File: src/rtl/rv_pkg.sv
// Shared definitions for the RV32I multi-cycle control path.
// Holds the opcode constants, the opcode class, the ALUOp, writeback-select and
// trap-cause encodings, and the control FSM state type.
package rv_pkg;

  localparam int unsigned OP_W = 7;

  // Base opcodes decoded by the core
  localparam logic [OP_W-1:0] OPC_R     = 7'b0110011;
  localparam logic [OP_W-1:0] OPC_I     = 7'b0010011;
  localparam logic [OP_W-1:0] OPC_LOAD  = 7'b0000011;
  localparam logic [OP_W-1:0] OPC_STORE = 7'b0100011;
  localparam logic [OP_W-1:0] OPC_BR    = 7'b1100011;
  localparam logic [OP_W-1:0] OPC_JAL   = 7'b1101111;
  localparam logic [OP_W-1:0] OPC_JALR  = 7'b1100111;
  localparam logic [OP_W-1:0] OPC_LUI   = 7'b0110111;
  localparam logic [OP_W-1:0] OPC_AUIPC = 7'b0010111;
  localparam logic [OP_W-1:0] OPC_ENV   = 7'b1110011;

  // Opcode class; CL_NONE is the reset value and also marks illegal opcodes
  typedef enum logic [3:0] {
    CL_NONE   = 4'd0,
    CL_R      = 4'd1,
    CL_I      = 4'd2,
    CL_LOAD   = 4'd3,
    CL_STORE  = 4'd4,
    CL_BRANCH = 4'd5,
    CL_JAL    = 4'd6,
    CL_JALR   = 4'd7,
    CL_LUI    = 4'd8,
    CL_AUIPC  = 4'd9,
    CL_ENV    = 4'd10
  } op_class_e;

  typedef enum logic [2:0] {
    ALU_LDST  = 3'd0,
    ALU_BR    = 3'd1,
    ALU_RI    = 3'd2,
    ALU_JMP   = 3'd3,
    ALU_LUI   = 3'd4,
    ALU_AUIPC = 3'd5
  } alu_op_e;

  typedef enum logic [1:0] {
    WB_ALU = 2'd0,
    WB_MEM = 2'd1,
    WB_PC4 = 2'd2
  } mem_to_reg_e;

  typedef enum logic [1:0] {
    CAUSE_ILLEGAL = 2'd0,
    CAUSE_ENV     = 2'd1,
    CAUSE_BUS     = 2'd2
  } trap_cause_e;

  typedef enum logic [2:0] {
    ST_RST    = 3'd0,
    ST_FETCH  = 3'd1,
    ST_DECODE = 3'd2,
    ST_EXEC   = 3'd3,
    ST_MEM    = 3'd4,
    ST_WB     = 3'd5,
    ST_TRAP   = 3'd6
  } state_e;

endpackage

File: src/rtl/rv_opdec.sv
// Combinational opcode decoder: maps the 7-bit opcode onto an opcode class
// and flags anything outside the RV32I base set as illegal.
//   op          opcode field of the instruction
//   op_class_c  decoded class (CL_NONE when illegal)
//   illegal_c   opcode is not a recognised RV32I base opcode
module rv_opdec
  import rv_pkg::*;
(
  input  logic [OP_W-1:0] op,
  output op_class_e       op_class_c,
  output logic            illegal_c
);

  always_comb begin
    op_class_c = CL_NONE;
    illegal_c  = 1'b0;
    case (op)
      OPC_R:     op_class_c = CL_R;
      OPC_I:     op_class_c = CL_I;
      OPC_LOAD:  op_class_c = CL_LOAD;
      OPC_STORE: op_class_c = CL_STORE;
      OPC_BR:    op_class_c = CL_BRANCH;
      OPC_JAL:   op_class_c = CL_JAL;
      OPC_JALR:  op_class_c = CL_JALR;
      OPC_LUI:   op_class_c = CL_LUI;
      OPC_AUIPC: op_class_c = CL_AUIPC;
      OPC_ENV:   op_class_c = CL_ENV;
      default:   illegal_c  = 1'b1;
    endcase
  end

endmodule

File: src/rtl/rv_control_mc.sv
// Multi-cycle RV32I control unit. A Moore FSM walks FETCH/DECODE/EXEC/MEM/WB,
// waits on instruction/data memory acks under a bus-timeout watchdog, and
// raises traps for illegal opcodes, ECALL/EBREAK and bus timeouts.
// Outputs are decoded from the state plus the opcode class latched in DECODE.
//   clk_i, rst_n_i         clock, synchronous active-low reset
//   instr_op_i             opcode of the instruction register
//   imem_ack_i/dmem_ack_i  memory handshakes
//   branch_taken_i         branch comparator result
//   trap_ack_i             trap handler accepted the trap
//   imem_req_o, ir_we_o, dmem_req_o, dmem_we_o, reg_we_o, pc_we_o, branch_o,
//   pc_incr_sel_o, alu_op_o, alu_src_o, mem_to_reg_o   datapath controls
//   trap_o, trap_cause_o   trap pending and its cause
//   busy_o                 high in every state except RST
module rv_control_mc
  import rv_pkg::*;
#(
  parameter int unsigned MEM_TIMEOUT = 16,
  parameter int unsigned TO_W        = 5,
  parameter bit          ENV_EN      = 1'b1
) (
  input  logic            clk_i,
  input  logic            rst_n_i,
  input  logic [OP_W-1:0] instr_op_i,
  input  logic            imem_ack_i,
  input  logic            dmem_ack_i,
  input  logic            branch_taken_i,
  input  logic            trap_ack_i,
  output logic            imem_req_o,
  output logic            ir_we_o,
  output logic            dmem_req_o,
  output logic            dmem_we_o,
  output logic            reg_we_o,
  output logic            pc_we_o,
  output logic            branch_o,
  output logic            pc_incr_sel_o,
  output logic [2:0]      alu_op_o,
  output logic            alu_src_o,
  output logic [1:0]      mem_to_reg_o,
  output logic            trap_o,
  output logic [1:0]      trap_cause_o,
  output logic            busy_o
);

  localparam bit              WD_EN   = (MEM_TIMEOUT != 0);
  // Count value of the last ack-less cycle tolerated before the bus trap
  localparam logic [TO_W-1:0] TO_LAST = TO_W'(MEM_TIMEOUT - 1);

  state_e          state_q, state_d;
  op_class_e       cls_q, cls_d;
  trap_cause_e     cause_q, cause_d;
  logic [TO_W-1:0] cnt_q, cnt_d;

  op_class_e dec_class;
  logic      dec_illegal;
  logic      wd_expire;

  rv_opdec u_opdec (
    .op         (instr_op_i),
    .op_class_c (dec_class),
    .illegal_c  (dec_illegal)
  );

  // Watchdog fires on the MEM_TIMEOUT-th consecutive cycle without an ack
  assign wd_expire = WD_EN && (cnt_q == TO_LAST);

  // State, class, cause and watchdog registers
  always_ff @(posedge clk_i) begin
    if (!rst_n_i) begin
      state_q <= ST_RST;
      cls_q   <= CL_NONE;
      cause_q <= CAUSE_ILLEGAL;
      cnt_q   <= '0;
    end else begin
      state_q <= state_d;
      cls_q   <= cls_d;
      cause_q <= cause_d;
      cnt_q   <= cnt_d;
    end
  end

  // Next state and control decode
  always_comb begin
    state_d       = state_q;
    cls_d         = cls_q;
    cause_d       = cause_q;
    cnt_d         = '0;
    imem_req_o    = 1'b0;
    ir_we_o       = 1'b0;
    dmem_req_o    = 1'b0;
    dmem_we_o     = 1'b0;
    reg_we_o      = 1'b0;
    pc_we_o       = 1'b0;
    branch_o      = 1'b0;
    pc_incr_sel_o = 1'b0;
    alu_op_o      = ALU_LDST;
    alu_src_o     = 1'b0;
    mem_to_reg_o  = WB_ALU;
    trap_o        = 1'b0;
    trap_cause_o  = CAUSE_ILLEGAL;
    busy_o        = 1'b1;

    case (state_q)
      ST_RST: begin
        busy_o  = 1'b0;
        state_d = ST_FETCH;
      end

      ST_FETCH: begin
        imem_req_o = 1'b1;
        if (imem_ack_i) begin
          ir_we_o = 1'b1;
          state_d = ST_DECODE;
        end else if (wd_expire) begin
          cause_d = CAUSE_BUS;
          state_d = ST_TRAP;
        end else begin
          cnt_d = cnt_q + TO_W'(1);
        end
      end

      ST_DECODE: begin
        cls_d = dec_class;
        if (dec_illegal) begin
          cause_d = CAUSE_ILLEGAL;
          state_d = ST_TRAP;
        end else if (dec_class == CL_ENV) begin
          if (ENV_EN) begin
            cause_d = CAUSE_ENV;
            state_d = ST_TRAP;
          end else begin
            state_d = ST_WB;
          end
        end else begin
          state_d = ST_EXEC;
        end
      end

      ST_EXEC: begin
        case (cls_q)
          CL_BRANCH:        alu_op_o = ALU_BR;
          CL_R, CL_I:       alu_op_o = ALU_RI;
          CL_JAL, CL_JALR:  alu_op_o = ALU_JMP;
          CL_LUI:           alu_op_o = ALU_LUI;
          CL_AUIPC:         alu_op_o = ALU_AUIPC;
          default:          alu_op_o = ALU_LDST;
        endcase
        alu_src_o = (cls_q inside {CL_I, CL_LOAD, CL_STORE, CL_JALR, CL_LUI, CL_AUIPC});
        if (cls_q == CL_BRANCH) begin
          branch_o = branch_taken_i;
          pc_we_o  = 1'b1;
          state_d  = ST_FETCH;
        end else if (cls_q inside {CL_LOAD, CL_STORE}) begin
          state_d = ST_MEM;
        end else begin
          state_d = ST_WB;
        end
      end

      ST_MEM: begin
        dmem_req_o = 1'b1;
        dmem_we_o  = (cls_q == CL_STORE);
        if (dmem_ack_i) begin
          if (cls_q == CL_STORE) begin
            pc_we_o = 1'b1;
            state_d = ST_FETCH;
          end else begin
            state_d = ST_WB;
          end
        end else if (wd_expire) begin
          cause_d = CAUSE_BUS;
          state_d = ST_TRAP;
        end else begin
          cnt_d = cnt_q + TO_W'(1);
        end
      end

      ST_WB: begin
        pc_we_o  = 1'b1;
        // An ENV retired as a NOP only advances the PC
        reg_we_o = (cls_q != CL_ENV);
        if (cls_q == CL_LOAD) begin
          mem_to_reg_o = WB_MEM;
        end else if (cls_q inside {CL_JAL, CL_JALR}) begin
          mem_to_reg_o = WB_PC4;
          branch_o     = 1'b1;
        end
        pc_incr_sel_o = (cls_q == CL_JALR);
        state_d       = ST_FETCH;
      end

      ST_TRAP: begin
        trap_o       = 1'b1;
        trap_cause_o = cause_q;
        if (trap_ack_i) begin
          pc_we_o = 1'b1;
          state_d = ST_FETCH;
        end
      end

      default: begin
        busy_o  = 1'b0;
        state_d = ST_RST;
      end
    endcase
  end

endmodule

File: config.mk
export PLATFORM = sky130hd
export DESIGN_NAME = rv_control_mc
export DESIGN_NICKNAME = d
export VERILOG_FILES = /design/src/rtl/rv_pkg.sv /design/src/rtl/rv_opdec.sv /design/src/rtl/rv_control_mc.sv
export SDC_FILE = /design/constraint.sdc
export NUM_CORES = 1
export LEC_CHECK = 0
export BUFFER_PORTS_ARGS = -buffer_cell sky130_fd_sc_hd__clkbuf_2
export CELL_PAD_IN_SITES_DETAIL_PLACEMENT = 0
export CELL_PAD_IN_SITES_GLOBAL_PLACEMENT = 1
export CORE_MARGIN = 2
export CORE_UTILIZATION = 34
export DETAILED_ROUTE_END_ITERATION = 12
export PLACE_DENSITY = 0.74
export SLEW_MARGIN = 10
export SYNTH_ARGS = -nofsm -noshare
export SYNTH_HDL_FRONTEND = slang
export SYNTH_HIERARCHICAL = 1
export SYNTH_SLANG_ARGS = --single-unit
File: constraint.sdc
create_clock -name clk_i -period 1.98 [get_ports clk_i]
set_input_delay 0.099 -clock clk_i [delete_from_list [all_inputs] [get_ports clk_i]]
set_output_delay 0.099 -clock clk_i [all_outputs]
set_load 0.01 [all_outputs]
==> out/summary.txt <==
GRT Total Usage: 14.9%
Power per standard cell area: 559 nW/um2
Die Height: 61.0 um
DR iter-0 viols: 42
Setup crit start kind: flip-flop
H-tree Lvls: 1
Final setup violation count: 0
Root Buffer: clkbuf_4
Endpoints failing hold: 0
Setup total negative slack: 0 ns
GPL Wtd Cong: 0.789
Die ar.: 3720 um2
DRT Pass-1 Iters: 4
Pwr Total: 0.000727 W
Max-Cap Viols: 0
Crit Path Max Fanout: 15
Leading area contributor after synthesis: dfxtp_1
Initial antenna violation count: 0
Mapped cell area: 1100 um2
Largest cells by area after synthesis: dfxtp_1, nor2_1, mux2i_1, nand2_1, a21oi_1
Ant diodes: 0
CTS buffer count: 3
Sequential share of the synthesized area: 25.4%
Worst hold path type: input port to flip-flop
Placed cells: 213
Site Rows: 20
Layout cells sized above 1: 25.4%
Fmax: 539 MHz
Outcome: complete, no violations
Syn Nets: 160
Design Area, Final: 1300 um2
Final HPWL from detailed placement: 2.02 mm
DR vias/cell: 5.13
Setup bufs post-CTS: 0
Post-synthesis xor/xnor area fraction: 3.97%
Clock latency on the worst-skew pair: 0.28 ns
RSZ-0062 raised after global routing: no
CTS Hold Buffers Added: 0
Top-count cell post-synth: nor2_1
Worst slew pin tran: 0.477 ns
Async SR Flop Fraction: 0%
CTS sink cnt: 14
Gate Count Post-Synth: 146
Total wire length: 2.61 mm
Wirelength per Cell: 12.0 um
Yosys top cell area share: 25.4%
Mux contribution to synthesized area: 4.54%
Syn. warnings: 6
Maximum vdd ir drop: 0.000168 V
Clock Pin Slew Worst Setup and Hold Paths: 0.09 ns
Primary FF master, synth: dfxtp_1
Io pins: 31
Slew Viols, Final: 0
Grt total ovfl: 0
IO buf count: 30
Crit path required time: 1.88 ns
Most frequent cells after synthesis: nor2_1, dfxtp_1, nand2_1
EDFF count, synth: 0
Worst Path Arrival: 1.76 ns
Tcrit/Tclk final: 93.7%
Slew headroom: 68.1%
Leakage: 0.546 nW
Simple-Gate Fraction of Synth Area: 40.6%
Final min period: 1.86 ns
CP Class: flip-flop to output port
Cell variety after synth: 48
Core area: 3080 um2
CTS max path bufs: 2
Placed instance area: 1260 um2
Die width: 61.0 um
DRT antenna net count: 0
Post-Syn Area per Cell: 7.56 um2
Post-synthesis adder-cell area fraction: 1.13%
Compound-Gate Fraction of Synth Area: 17.5%
Clock skew: 0.00525 ns
Starting Density: 35.9%
Area growth syn-to-layout: 17.9%
Number of synthesized register bits: 14
DRC viols: 0
CTS tree: built
Largest family of logic cells by synthesized area: simple AND/OR/NAND/NOR gates
Post-Layout Cell Count: 217
Final net count: 188
Pin count of the biggest net entering global routing: 16
Vias in the first global route: 998
Vias: 1114
Crit path capture type: output port
First-pass GRT wire length: 4.17 mm
placed cells by master (no fill, tap or decap), drive strengths merged, types with 4 or more instances in the layout:
cell type and n:
dfxtp 14, inv 6, clkbuf 34, nor3b 6
nand2 10, nor2b 5, nor2 24, mux2i 5
a21oi 7, o21ai 7, xnor2 4, nor4 4
nand3 4, nor3 7
critical path, stage by stage (launching register included):
cell and delay (ns):
dfxtp_1 0.47, or3b_2 0.53, inv_1 0.09, a22oi_1 0.06
o21ai_0 0.17, clkbuf_2 0.15
cell type report:
cell class / count / area (um2)
repair buffers: 31 / 158
inverters: 6 / 22.5
multi-input cells: 118 / 747
well taps: 44 / 55.1
fillers: 329 / 1780
flip-flops and latches: 14 / 283
clock buffers: 4 / 36.3
layer usage:
metal	routed length [um]	GRT usage [%]	vias up
met2	1200	24.7	29
li1	-	-	574
met5	0	0	-
met4	51	7.45	0
met3	103	1.92	5
met1	1250	18.9	506
path summary, 6_finish.rpt:
check	startpoint	slack, ns	depth (start not counted)	endpoint
worst max-delay path	state_q[1]$_SDFFE_PN0P_	0.12	5	pc_we_o
worst min-delay path	rst_n_i	0.09	2	state_q[2]$_SDFFE_PN0P_
worst max register to register	cnt_q[0]$_SDFF_PN0_	0.40	5	state_q[1]$_SDFFE_PN0P_
worst min register to register	cnt_q[0]$_SDFF_PN0_	0.47	1	cnt_q[0]$_SDFF_PN0_
report_power, final:
part / switching [W] / total [W] / internal [W]
Sequential: 0.0000404 / 0.000337 / 0.000297
Clock: 0.0000936 / 0.000206 / 0.000112
Combinational: 0.0000976 / 0.000184 / 0.0000865
flip-flops by register name, indices dropped and copies added, names as in the netlist:
register	count
cnt_q	5
cls_q	4
state_q	3
cause_q	2
through the flow:
step / utilization [%] / worst slack (ns) / hold slack, ns
final: 42.3 / 0.125 / 0.0904
after global routing: 42.3 / 0.0396 / 0.0892
after CTS: 42.2 / 0.0335 / 0.0816
after detailed placement: 41.0 / 0.211 / 0.390
after global placement: 41.0 / 0.253 / 0.383
after floorplan: - / 0.430 / 0.227
logic make-up after synthesis:
group,Yosys count
AND/OR/NAND/NOR,79
multiplexers,5
adder cells (fa/ha/maj),1
AO/OA/AOI/OAI,28
buffers and inverters,14
flip-flops,14
XOR/XNOR,5
what timing repair did:
item                                   4_1_cts  5_1_grt
endpoints found under the hold margin        0        0
resized for setup                            0        2
setup endpoints to repair                    0        2
No activity file was read; power rests on OpenSTA's default activity.
